File: config.mk
export PLATFORM = sky130hd
export DESIGN_NAME = rgb_hue_sequencer_flat
export DESIGN_NICKNAME = d
export VERILOG_FILES = /design/src/rtl/rgb_hue_sequencer_if.sv /design/src/rtl/rgb_hue_sequencer.sv /design/src/flat_wrapper.sv
export SDC_FILE = /design/constraint.sdc
export NUM_CORES = 1
export LEC_CHECK = 0
export ABC_AREA = 1
export CORE_ASPECT_RATIO = 0.5
export CORE_MARGIN = 2
export CORE_UTILIZATION = 40
export CTS_CLUSTER_DIAMETER = 200
export DETAILED_ROUTE_END_ITERATION = 10
export SYNTH_ARGS = -nofsm -noshare
export SYNTH_HDL_FRONTEND = slang
export SYNTH_SLANG_ARGS = --single-unit
File: constraint.sdc
create_clock -name clk -period 3.2 [get_ports clk]
set_input_delay 0.64 -clock clk [delete_from_list [all_inputs] [get_ports clk]]
set_output_delay 0.64 -clock clk [all_outputs]
set_load 0.05 [all_outputs]
File: src/rtl/rgb_hue_sequencer_if.sv
// Interface: rgb_hue_sequencer_if
//
// Groups the control inputs and the LED-side outputs of the hue sequencer.
//   master : drives en/restart, observes phase, duties, PWM pins and pulses
//   slave  : the sequencer itself
//
// Signals
//   en          1   advance the fade (PWM runs regardless)
//   restart     1   synchronous one-cycle return to the reset state
//   phase       3   current hue phase 0..5
//   duty_r/g/b  DW  per-channel duty, 0..PWM_INTERVAL
//   pwm_r/g/b   1   registered PWM outputs
//   step_tick   1   pulse on each duty update
//   phase_done  1   pulse on each phase advance
interface rgb_hue_sequencer_if #(
    parameter int DW = 11
);
    logic          en;
    logic          restart;
    logic [2:0]    phase;
    logic [DW-1:0] duty_r;
    logic [DW-1:0] duty_g;
    logic [DW-1:0] duty_b;
    logic          pwm_r;
    logic          pwm_g;
    logic          pwm_b;
    logic          step_tick;
    logic          phase_done;

    modport master (
        output en, restart,
        input  phase, duty_r, duty_g, duty_b,
        input  pwm_r, pwm_g, pwm_b, step_tick, phase_done
    );

    modport slave (
        input  en, restart,
        output phase, duty_r, duty_g, duty_b,
        output pwm_r, pwm_g, pwm_b, step_tick, phase_done
    );
endinterface

File: src/rtl/rgb_hue_sequencer.sv
// Module: rgb_hue_sequencer
//
// Walks an RGB LED around the hue wheel in six fade phases. In each phase one
// channel ramps up or down by DUTY_STEP per duty update while the other two
// hold at full or zero; the last update of a phase snaps the ramping channel
// to its end value so truncation error never accumulates. A shared PWM
// counter turns the three duties into registered PWM outputs.
//
// Ports
//   clk   in   system clock
//   rst   in   asynchronous active-high reset
//   bus   slave modport of rgb_hue_sequencer_if (en, restart, phase,
//         duty_r/g/b, pwm_r/g/b, step_tick, phase_done)
//
// The interface DW parameter must equal $clog2(PWM_INTERVAL+1), and
// PWM_INTERVAL/STEPS_PER_PHASE must be at least 1.
module rgb_hue_sequencer #(
    parameter int CLK_PER_STEP    = 12000,
    parameter int PWM_INTERVAL    = 1200,
    parameter int STEPS_PER_PHASE = 167
) (
    input logic                clk,
    input logic                rst,
    rgb_hue_sequencer_if.slave bus
);
    localparam int DUTY_STEP = PWM_INTERVAL / STEPS_PER_PHASE;
    localparam int DW = $clog2(PWM_INTERVAL + 1);
    localparam int PW = (CLK_PER_STEP > 1) ? $clog2(CLK_PER_STEP) : 1;
    localparam int SW = (STEPS_PER_PHASE > 1) ? $clog2(STEPS_PER_PHASE) : 1;

    localparam logic [DW-1:0] FULL       = DW'(PWM_INTERVAL);
    localparam logic [DW-1:0] STEP       = DW'(DUTY_STEP);
    localparam logic [DW-1:0] PWM_LAST   = DW'(PWM_INTERVAL - 1);
    localparam logic [PW-1:0] PRESC_LAST = PW'(CLK_PER_STEP - 1);
    localparam logic [SW-1:0] STEP_LAST  = SW'(STEPS_PER_PHASE - 1);
    localparam logic [2:0]    PHASE_LAST = 3'd5;

    typedef enum logic [1:0] {
        MODE_HOLD_HI,
        MODE_HOLD_LO,
        MODE_RISE,
        MODE_FALL
    } chan_mode_e;

    logic [PW-1:0] presc_q,      presc_d;
    logic [SW-1:0] step_cnt_q,   step_cnt_d;
    logic [2:0]    phase_q,      phase_d;
    logic [DW-1:0] duty_r_q,     duty_r_d;
    logic [DW-1:0] duty_g_q,     duty_g_d;
    logic [DW-1:0] duty_b_q,     duty_b_d;
    logic [DW-1:0] pwm_cnt_q,    pwm_cnt_d;
    logic          pwm_r_q,      pwm_r_d;
    logic          pwm_g_q,      pwm_g_d;
    logic          pwm_b_q,      pwm_b_d;
    logic          step_tick_q,  step_tick_d;
    logic          phase_done_q, phase_done_d;

    chan_mode_e mode_r, mode_g, mode_b;
    logic       update;
    logic       last_step;

    // One duty update for a channel. Hold modes leave the value alone; the
    // ramps saturate, and on the last step of a phase they snap to the end.
    function automatic logic [DW-1:0] next_duty(
        input chan_mode_e    mode,
        input logic [DW-1:0] duty,
        input logic          last
    );
        logic [DW-1:0] res;
        res = duty;
        case (mode)
            MODE_RISE: res = (last || duty >= FULL - STEP) ? FULL : duty + STEP;
            MODE_FALL: res = (last || duty <= STEP) ? '0 : duty - STEP;
            default:   res = duty;
        endcase
        return res;
    endfunction

    // State register.
    // NOTE: sequential state uses non-blocking assignments so every flop
    // samples the pre-edge value of every other flop.
    always_ff @(posedge clk or posedge rst) begin
        if (rst) begin
            presc_q      <= '0;
            step_cnt_q   <= '0;
            phase_q      <= '0;
            duty_r_q     <= FULL;
            duty_g_q     <= '0;
            duty_b_q     <= '0;
            pwm_cnt_q    <= '0;
            pwm_r_q      <= 1'b0;
            pwm_g_q      <= 1'b0;
            pwm_b_q      <= 1'b0;
            step_tick_q  <= 1'b0;
            phase_done_q <= 1'b0;
        end else begin
            presc_q      <= presc_d;
            step_cnt_q   <= step_cnt_d;
            phase_q      <= phase_d;
            duty_r_q     <= duty_r_d;
            duty_g_q     <= duty_g_d;
            duty_b_q     <= duty_b_d;
            pwm_cnt_q    <= pwm_cnt_d;
            pwm_r_q      <= pwm_r_d;
            pwm_g_q      <= pwm_g_d;
            pwm_b_q      <= pwm_b_d;
            step_tick_q  <= step_tick_d;
            phase_done_q <= phase_done_d;
        end
    end

    // Next-state logic.
    always_comb begin
        // NOTE: every signal gets a default first so no path leaves it
        // unassigned, which would otherwise infer a latch.
        presc_d      = presc_q;
        step_cnt_d   = step_cnt_q;
        phase_d      = phase_q;
        duty_r_d     = duty_r_q;
        duty_g_d     = duty_g_q;
        duty_b_d     = duty_b_q;
        step_tick_d  = 1'b0;
        phase_done_d = 1'b0;

        update    = bus.en && (presc_q == PRESC_LAST);
        last_step = (step_cnt_q == STEP_LAST);

        // The PWM path ignores en so the LED keeps its colour while frozen.
        pwm_cnt_d = (pwm_cnt_q == PWM_LAST) ? '0 : pwm_cnt_q + 1'b1;
        pwm_r_d   = (pwm_cnt_q < duty_r_q);
        pwm_g_d   = (pwm_cnt_q < duty_g_q);
        pwm_b_d   = (pwm_cnt_q < duty_b_q);

        if (update) begin
            presc_d     = '0;
            step_tick_d = 1'b1;
            duty_r_d    = next_duty(mode_r, duty_r_q, last_step);
            duty_g_d    = next_duty(mode_g, duty_g_q, last_step);
            duty_b_d    = next_duty(mode_b, duty_b_q, last_step);
            if (last_step) begin
                step_cnt_d   = '0;
                phase_d      = (phase_q == PHASE_LAST) ? 3'd0 : phase_q + 3'd1;
                phase_done_d = 1'b1;
            end else begin
                step_cnt_d = step_cnt_q + 1'b1;
            end
        end else if (bus.en) begin
            presc_d = presc_q + 1'b1;
        end

        // restart overrides everything above, including a coincident update.
        if (bus.restart) begin
            presc_d      = '0;
            step_cnt_d   = '0;
            phase_d      = '0;
            duty_r_d     = FULL;
            duty_g_d     = '0;
            duty_b_d     = '0;
            pwm_cnt_d    = '0;
            pwm_r_d      = 1'b0;
            pwm_g_d      = 1'b0;
            pwm_b_d      = 1'b0;
            step_tick_d  = 1'b0;
            phase_done_d = 1'b0;
        end
    end

    // Output decode: channel behaviour for the current phase.
    always_comb begin
        mode_r = MODE_HOLD_HI;
        mode_g = MODE_HOLD_LO;
        mode_b = MODE_HOLD_LO;
        case (phase_q)
            3'd0:    begin mode_r = MODE_HOLD_HI; mode_g = MODE_RISE;    mode_b = MODE_HOLD_LO; end
            3'd1:    begin mode_r = MODE_FALL;    mode_g = MODE_HOLD_HI; mode_b = MODE_HOLD_LO; end
            3'd2:    begin mode_r = MODE_HOLD_LO; mode_g = MODE_HOLD_HI; mode_b = MODE_RISE;    end
            3'd3:    begin mode_r = MODE_HOLD_LO; mode_g = MODE_FALL;    mode_b = MODE_HOLD_HI; end
            3'd4:    begin mode_r = MODE_RISE;    mode_g = MODE_HOLD_LO; mode_b = MODE_HOLD_HI; end
            3'd5:    begin mode_r = MODE_HOLD_HI; mode_g = MODE_HOLD_LO; mode_b = MODE_FALL;    end
            default: begin mode_r = MODE_HOLD_HI; mode_g = MODE_HOLD_LO; mode_b = MODE_HOLD_LO; end
        endcase
    end

    assign bus.phase      = phase_q;
    assign bus.duty_r     = duty_r_q;
    assign bus.duty_g     = duty_g_q;
    assign bus.duty_b     = duty_b_q;
    assign bus.pwm_r      = pwm_r_q;
    assign bus.pwm_g      = pwm_g_q;
    assign bus.pwm_b      = pwm_b_q;
    assign bus.step_tick  = step_tick_q;
    assign bus.phase_done = phase_done_q;
endmodule
File: src/flat_wrapper.sv
// flat-port wrapper written by rule: the top's interface ports become plain ports
module rgb_hue_sequencer_flat 
#(
    parameter int CLK_PER_STEP    = 12000,
    parameter int PWM_INTERVAL    = 1200,
    parameter int STEPS_PER_PHASE = 167
)
  (clk, rst, bus_en, bus_restart, bus_phase, bus_duty_r, bus_duty_g, bus_duty_b, bus_pwm_r, bus_pwm_g, bus_pwm_b, bus_step_tick, bus_phase_done);
  rgb_hue_sequencer_if bus_i ();
  input logic clk;
  input logic rst;
  input wire logic [$bits(bus_i.en)-1:0] bus_en;
  input wire logic [$bits(bus_i.restart)-1:0] bus_restart;
  output wire logic [$bits(bus_i.phase)-1:0] bus_phase;
  output wire logic [$bits(bus_i.duty_r)-1:0] bus_duty_r;
  output wire logic [$bits(bus_i.duty_g)-1:0] bus_duty_g;
  output wire logic [$bits(bus_i.duty_b)-1:0] bus_duty_b;
  output wire logic [$bits(bus_i.pwm_r)-1:0] bus_pwm_r;
  output wire logic [$bits(bus_i.pwm_g)-1:0] bus_pwm_g;
  output wire logic [$bits(bus_i.pwm_b)-1:0] bus_pwm_b;
  output wire logic [$bits(bus_i.step_tick)-1:0] bus_step_tick;
  output wire logic [$bits(bus_i.phase_done)-1:0] bus_phase_done;
  assign bus_i.en = bus_en;
  assign bus_i.restart = bus_restart;
  assign bus_phase = bus_i.phase;
  assign bus_duty_r = bus_i.duty_r;
  assign bus_duty_g = bus_i.duty_g;
  assign bus_duty_b = bus_i.duty_b;
  assign bus_pwm_r = bus_i.pwm_r;
  assign bus_pwm_g = bus_i.pwm_g;
  assign bus_pwm_b = bus_i.pwm_b;
  assign bus_step_tick = bus_i.step_tick;
  assign bus_phase_done = bus_i.phase_done;
  rgb_hue_sequencer #(.CLK_PER_STEP(CLK_PER_STEP), .PWM_INTERVAL(PWM_INTERVAL), .STEPS_PER_PHASE(STEPS_PER_PHASE)) u_core (.clk(clk), .rst(rst), .bus(bus_i));
endmodule
Word-level counts from Yosys, hierarchy flattened
Cells that the tools add are included.
Word-level totals
  flip-flop bits (word level): 74
  latch bits: 0
  memory bits (writable): 0
  ROM bits: 0
  input port bits: 4
  output and inout bits: 41
  logic and storage cells: 104
  memories kept: 0
Cells by class
  add/sub/neg operators: 10
  $mul: 0
  divide/modulo/power cells: 0
  magnitude comparators: 9
  equality and inequality tests: 14
  shift-type cells: 0
  mux-type cells: 38
  bitwise gates (word level): 0
  reduce and logical (&&, ||, !) cells: 21
Operators with widths (count)
  two-way mux 11 bit: 14
  one-hot mux 11 bit (2 select lines): 3
  two-way mux 14 bit: 3
  adder 11 x 3 -> 11 bit, second input constant: 3
  >= comparator 11 bit, second input constant: 3
  <= comparator 11 x 3 -> 1 bit, second input constant: 3
  < comparator 11 bit: 3
  subtractor 11 x 3 -> 11 bit, second input constant: 3
  two-way mux 8 bit: 3
  one-hot mux 2 bit (3 select lines): 3
  adder 14 x 1 -> 14 bit, second input constant: 1
  equality test 14 bit, second input constant: 1
  equality test 2 bit, second input constant: 6
  two-way mux 3 bit: 4
  nonzero test 3 bit: 4
  adder 11 x 1 -> 11 bit, second input constant: 1
  equality test 11 bit, second input constant: 1
  adder 8 x 1 -> 8 bit, second input constant: 1
  equality test 8 bit, second input constant: 1
  two-way mux 1 bit: 8
  AND reduction 2 bit: 4
  equality test 3 x 2 -> 1 bit, second input constant: 2
  equality test 3 bit, second input constant: 2
  logical OR 1 bit: 6
  other kinds (6): 9

Logic depth before layout (Yosys ltp)
  word-level depth: 7
  depth in mapped cells: 13
  mapped depth without buffers: 13

Least setup slack after synthesis
No wires, ideal clock.
  kind: reg-to-reg
  from: reg u_core.phase_q[2] (netlist: u_core.bus.phase[2])
  to: reg u_core.duty_r_q[9] (netlist: u_core.bus.duty_r[9])
  library setup time: 0.121 ns
  arrival: 1.975 ns
  required time: 3.079 ns
  setup slack: 1.104 ns
  stages on the path, launching flop included: 12
  buffers on the path: 1
  period minus slack after synthesis: 2.096 ns
  cells stage by stage: dfrtp_1 inv_1 ha_1 inv_1 nand3_2 nand2_2 buf_6 nand3_1 nand2_1 nand3_1 nand2_1 nor2_1
On the way
  word-level cells in the longest chain between the ends: 7
  elaborated cells between the ends (all ways): 13
  those cells by class: eq/ne (6); mux (4); reduce/logical (3)
RTL lines
  start, declared: RTL line rgb_hue_sequencer.sv:47  | logic [2:0] phase_q, phase_d;
  start signal, assigned: RTL line rgb_hue_sequencer.sv:99  | phase_q <= phase_d;
  equality test 3 x 2 -> 1 bit: RTL line rgb_hue_sequencer.sv:173  | case (phase_q)
  OR reduction 2 bit (no line)
  one-hot mux 2 bit (3 select lines) *: RTL line rgb_hue_sequencer.sv:173
  equality test 2 bit: RTL line rgb_hue_sequencer.sv:71  | case (mode)
  one-hot mux 11 bit (2 select lines): RTL line rgb_hue_sequencer.sv:71
  two-way mux 11 bit: RTL line rgb_hue_sequencer.sv:134  | if (update) begin
  two-way mux 11 bit: RTL line rgb_hue_sequencer.sv:152  | if (bus.restart) begin
  end signal, assigned: RTL line rgb_hue_sequencer.sv:100  | duty_r_q <= duty_r_d;
  end, declared: RTL line rgb_hue_sequencer.sv:48  | logic [DW-1:0] duty_r_q, duty_r_d;
Mark *: on every way between the ends. The rest lies on a longest branch, timed or not. The select of a mux whose other input is x is not followed.
A chain may end at the register's enable or synchronous reset.

Worst setup path in the final report
  from: reg u_core.phase_q[2] (netlist: u_core.bus.phase[2])
  to: reg u_core.duty_r_q[8] (netlist: u_core.bus.duty_r[8])
Same word-level chain as after synthesis.

==> flow_metrics.env <==
export IMPL_status="finished, final reports clean"
export IMPL_cp_depth=11
export IMPL_clkPwrFrac_pct=48.5
export IMPL_track_usage_pct=20.6
export IMPL_yosys_warnings=0
export IMPL_wl_um=16000
export IMPL_num_vias=5766
export IMPL_crit_fanout=13
export IMPL_crit_family="simple AND/OR/NAND/NOR gates"
export IMPL_max_freq_mhz=399
export IMPL_clock_path_buffers=2
export IMPL_m1WireLength_um=8350
export IMPL_synth_async_sr_flop_share_pct=100
export IMPL_grt_pass1_wl_um=26400
export IMPL_cap_viol_max_count=0
export IMPL_rr_worst_depth=11
export IMPL_tns_ns=0
export IMPL_fin_crit_sh_pct=78.4
export IMPL_wl_per_cell_um=14.4
export IMPL_cts_tree="yes"
export IMPL_slowest_stage="dfrtp_1"
export IMPL_place_hpwl_um=12100
export IMPL_ir_drop_mv=0.199
export IMPL_portBuffers=44
export IMPL_die_h_um=89.9
export IMPL_required_ns=3.43
export IMPL_switching_share_pct=26.6
export IMPL_min_path_cells=2
export IMPL_postCtsSetupBuffers=0
export IMPL_min_delay_worst_endpoint="u_core.presc_q[11]"
export IMPL_rrSetupSlack_ns=0.69
export IMPL_leakagePower_uw=0.00336
export IMPL_cts_max_level=3
export IMPL_syn_avg_cell_area_um2=6.78
export IMPL_final_antenna_net_count=0
export IMPL_yosys_area_share_simple_pct=36.4
export IMPL_firstDrtPassIters=5
export IMPL_ys_seq_area_share_pct=31.5
export IMPL_start_kind="flop"
export IMPL_synth_ff_type="dfrtp_1"
export IMPL_cts_hold_buf=0
export IMPL_synthXorXnorAreaFrac_pct=3.12
export IMPL_synth_top_family_by_area="simple AND/OR/NAND/NOR gates"
export IMPL_holdWs_ns=0.500
export IMPL_final_nets=961
export IMPL_grt_max_degree=75
export IMPL_ys_ff_latch=74
export IMPL_worstPathCellList="inv_1, ha_1, buf_4, inv_1, nand3_2, nand2_2, inv_2, nand2_1, nand2_2, a21oi_2, nor2_1"
export IMPL_post_route_min_period_ns=2.51
export IMPL_fillers=1471
export IMPL_syn_to_final_growth_pct=15.8
export IMPL_dieArea_mm2=0.0158
export IMPL_rr_endpoint="u_core.bus.duty_r[8]"
export IMPL_crit_arrival_ns=2.74
export IMPL_finalClockSkew_ns=0.0119
export IMPL_seq_area_mm2=0.00186
export IMPL_grt_ovfl_total=0
export IMPL_multi_input_area_mm2=0.00356
export IMPL_die_w_um=176
export IMPL_internal_power_uw=1610
export IMPL_clk_pin_slew_worst_paths_ns=0.07
export IMPL_drtIter0Drc=435
export IMPL_powerDensity_mw_per_mm2=321
export IMPL_path_buf_inv=4
export IMPL_cts_buffers=9
export IMPL_core_mm2=0.0144
export IMPL_clock_latency_ns=0.35
export IMPL_gp_congestion=0.872
export IMPL_std_cell_rows=31
export IMPL_synth_cell_types=45
export IMPL_synth_nets=919
export IMPL_synthAdderAreaFrac_pct=9.33
export IMPL_comb_power_share_pct=7.4
export IMPL_synth_edf_count=0
export IMPL_numClockSinks=74
export IMPL_synth_cells=871
export IMPL_first_global_vias=5249
export IMPL_startpoint="u_core.bus.phase[2]"
export IMPL_tightest_slew_ns=0.566
export IMPL_ctsResizeCount=0
export IMPL_critical_path_class="reg -> reg"
export IMPL_maxUsedRoutingLayer="met4"
export IMPL_wl_met2_um=6840
export IMPL_hold_start="u_core.presc_q[11]"
export IMPL_relSlewSlack_pct=62.3
export IMPL_synthMuxAreaShare_pct=0.170
export IMPL_start_util_pct=40.9
export IMPL_worstSetupEndpointType="flop"
export IMPL_max_stage_delay_ns=0.41
export IMPL_drive_above_1_share_pct=6.32
export IMPL_route_detailed_drc=0
export IMPL_hold_viol=0
export IMPL_synth_area_mm2=0.00590
export IMPL_pwr_share_seq_pct=44.0
export IMPL_dr_wl_met3_um=697
export IMPL_rsz0062_at_grt="false"
export IMPL_drt_vias_per_instance=5.17
export IMPL_ios=45
export IMPL_hp_class="reg -> reg"
export IMPL_diodes=0
export IMPL_synth_compound_area_share_pct=11.3
export IMPL_antenna_found_initial=0
export IMPL_r2r_start="u_core.bus.phase[2]"
export IMPL_finalSetupViolCount=0
export IMPL_root_buffer="clkbuf_16"
export IMPL_final_max_slew_viol_count=0
export IMPL_power_switching_uw=582
flip-flops by register name, indices dropped and copies added, names as in the netlist:
name / flops
u_core.bus.duty_b: 11
u_core.bus.duty_g: 11
u_core.bus.duty_r: 11
u_core.bus.phase: 3
u_core.bus.phase_done: 1
u_core.bus.pwm_b: 1
u_core.bus.pwm_g: 1
u_core.bus.pwm_r: 1
u_core.bus.step_tick: 1
u_core.presc_q: 14
u_core.pwm_cnt_q: 11
u_core.step_cnt_q: 8
cells in the final DEF, fill, tap and decap left out, drive strengths merged, types with 4 or more instances in the layout:
cell type	instances
nand3b	8
o21ai	44
xor2	17
nor3	16
nand4	18
clkdlybuf4s50	44
nor2	127
o31ai	4
nand2	256
buf	5
a21oi	48
dfstp	4
nand3	66
ha	44
dfrtp	70
clkbuf	9
xnor2	4
inv	103
layout make-up:
type	count	area share, %
sequential	74	27.2
tap	198	3.63
inverter	101	5.57
clock buffer	9	3.30
timing repair buffer	49	7.18
multi-input combinational	678	52.1
clock inverter	7	1.08
worst max-delay path by stage:
stage	endpoint	slack, ns
2_1_floorplan	u_core.bus.duty_b[0]	0.68
3_3_place_gp	u_core.bus.duty_b[9]	0.59
3_5_place_dp	u_core.presc_q[12]	0.58
4_1_cts	bus_duty_r[5]	0.72
5_1_grt	u_core.bus.duty_r[9]	0.48
6_report	u_core.bus.duty_r[8]	0.69
per-layer routing:
| layer | vias to the layer above | global-route usage (%) |
|---|---|---|
| met3 | 13 | 3.47 |
| li1 | 2923 | - |
| met1 | 2695 | 30.9 |
| met5 | - | 0 |
| met4 | 0 | 3.93 |
| met2 | 135 | 31.2 |
power groups by stage:
stage	Combinational (µW)	Clock (µW)	Sequential (µW)
after floorplan	104	0	993
after global placement	163	0	982
after detailed placement	165	0	982
after CTS	166	1080	965
after global routing	184	1120	967
final	163	1060	965
cells by family (layout without fill, tap and decap cells):
group / after synthesis / count (layout)
and+or+nand+nor: 497 / 497
buffers and inverters: 119 / 166
AOI/OAI and AO/OA: 115 / 115
DFF: 74 / 74
adders and majority gates: 44 / 44
xor gates and xnor gates: 21 / 21
muxes: 1 / 1
cells in the mapped netlist (2+ instances only):
cell,count,area [µm²]
a21oi_2,4,35.0
xor2_1,17,149
a211oi_1,3,22.5
nand3b_1,8,60.1
nand3_1,64,320
nor3_1,15,75.1
nand4_1,18,113
o31ai_1,4,30.0
nor3b_1,2,15.0
buf_6,4,45.0
nand3_2,2,20.0
nor4_1,3,18.8
nor2_2,2,12.5
ha_1,44,551
nand2_1,245,920
a21oi_1,44,220
nor2_1,123,462
nor2_4,2,22.5
a31oi_1,2,12.5
nand2_4,2,22.5
dfrtp_1,70,1750
o2111ai_1,3,26.3
inv_1,93,349
o21ai_0,33,165
nand2_2,8,50.1
clkbuf_1,5,18.8
buf_2,8,40.0
o22ai_1,2,12.5
dfstp_2,4,105
o21ai_1,10,50.1
xnor2_1,4,35.0
inv_2,8,30.0
o211ai_1,3,22.5
worst reg2reg max path, delay by kind of cell (launching register included):
kind | cells | cell delay, ns
adder cells (fa/ha/maj) | 1 | 0.22
flip-flops | 1 | 0.41
AND/OR/NAND/NOR | 5 | 0.88
buffers and inverters | 4 | 0.68
AO/OA/AOI/OAI | 1 | 0.21
metrics by stage:
step	worst slack [ns]	cells	util, %	instance area, µm²	total power, µW
3_3_place_gp	0.595	1100	45.3	6530	1140
3_5_place_dp	0.584	1100	45.3	6530	1150
6_report	0.693	1116	47.4	6830	2190
4_1_cts	0.716	1116	47.4	6830	2210
5_1_grt	0.482	1116	47.4	6830	2270
2_1_floorplan	0.685	871	-	5900	1100
(Power assumes the default switching activity.)
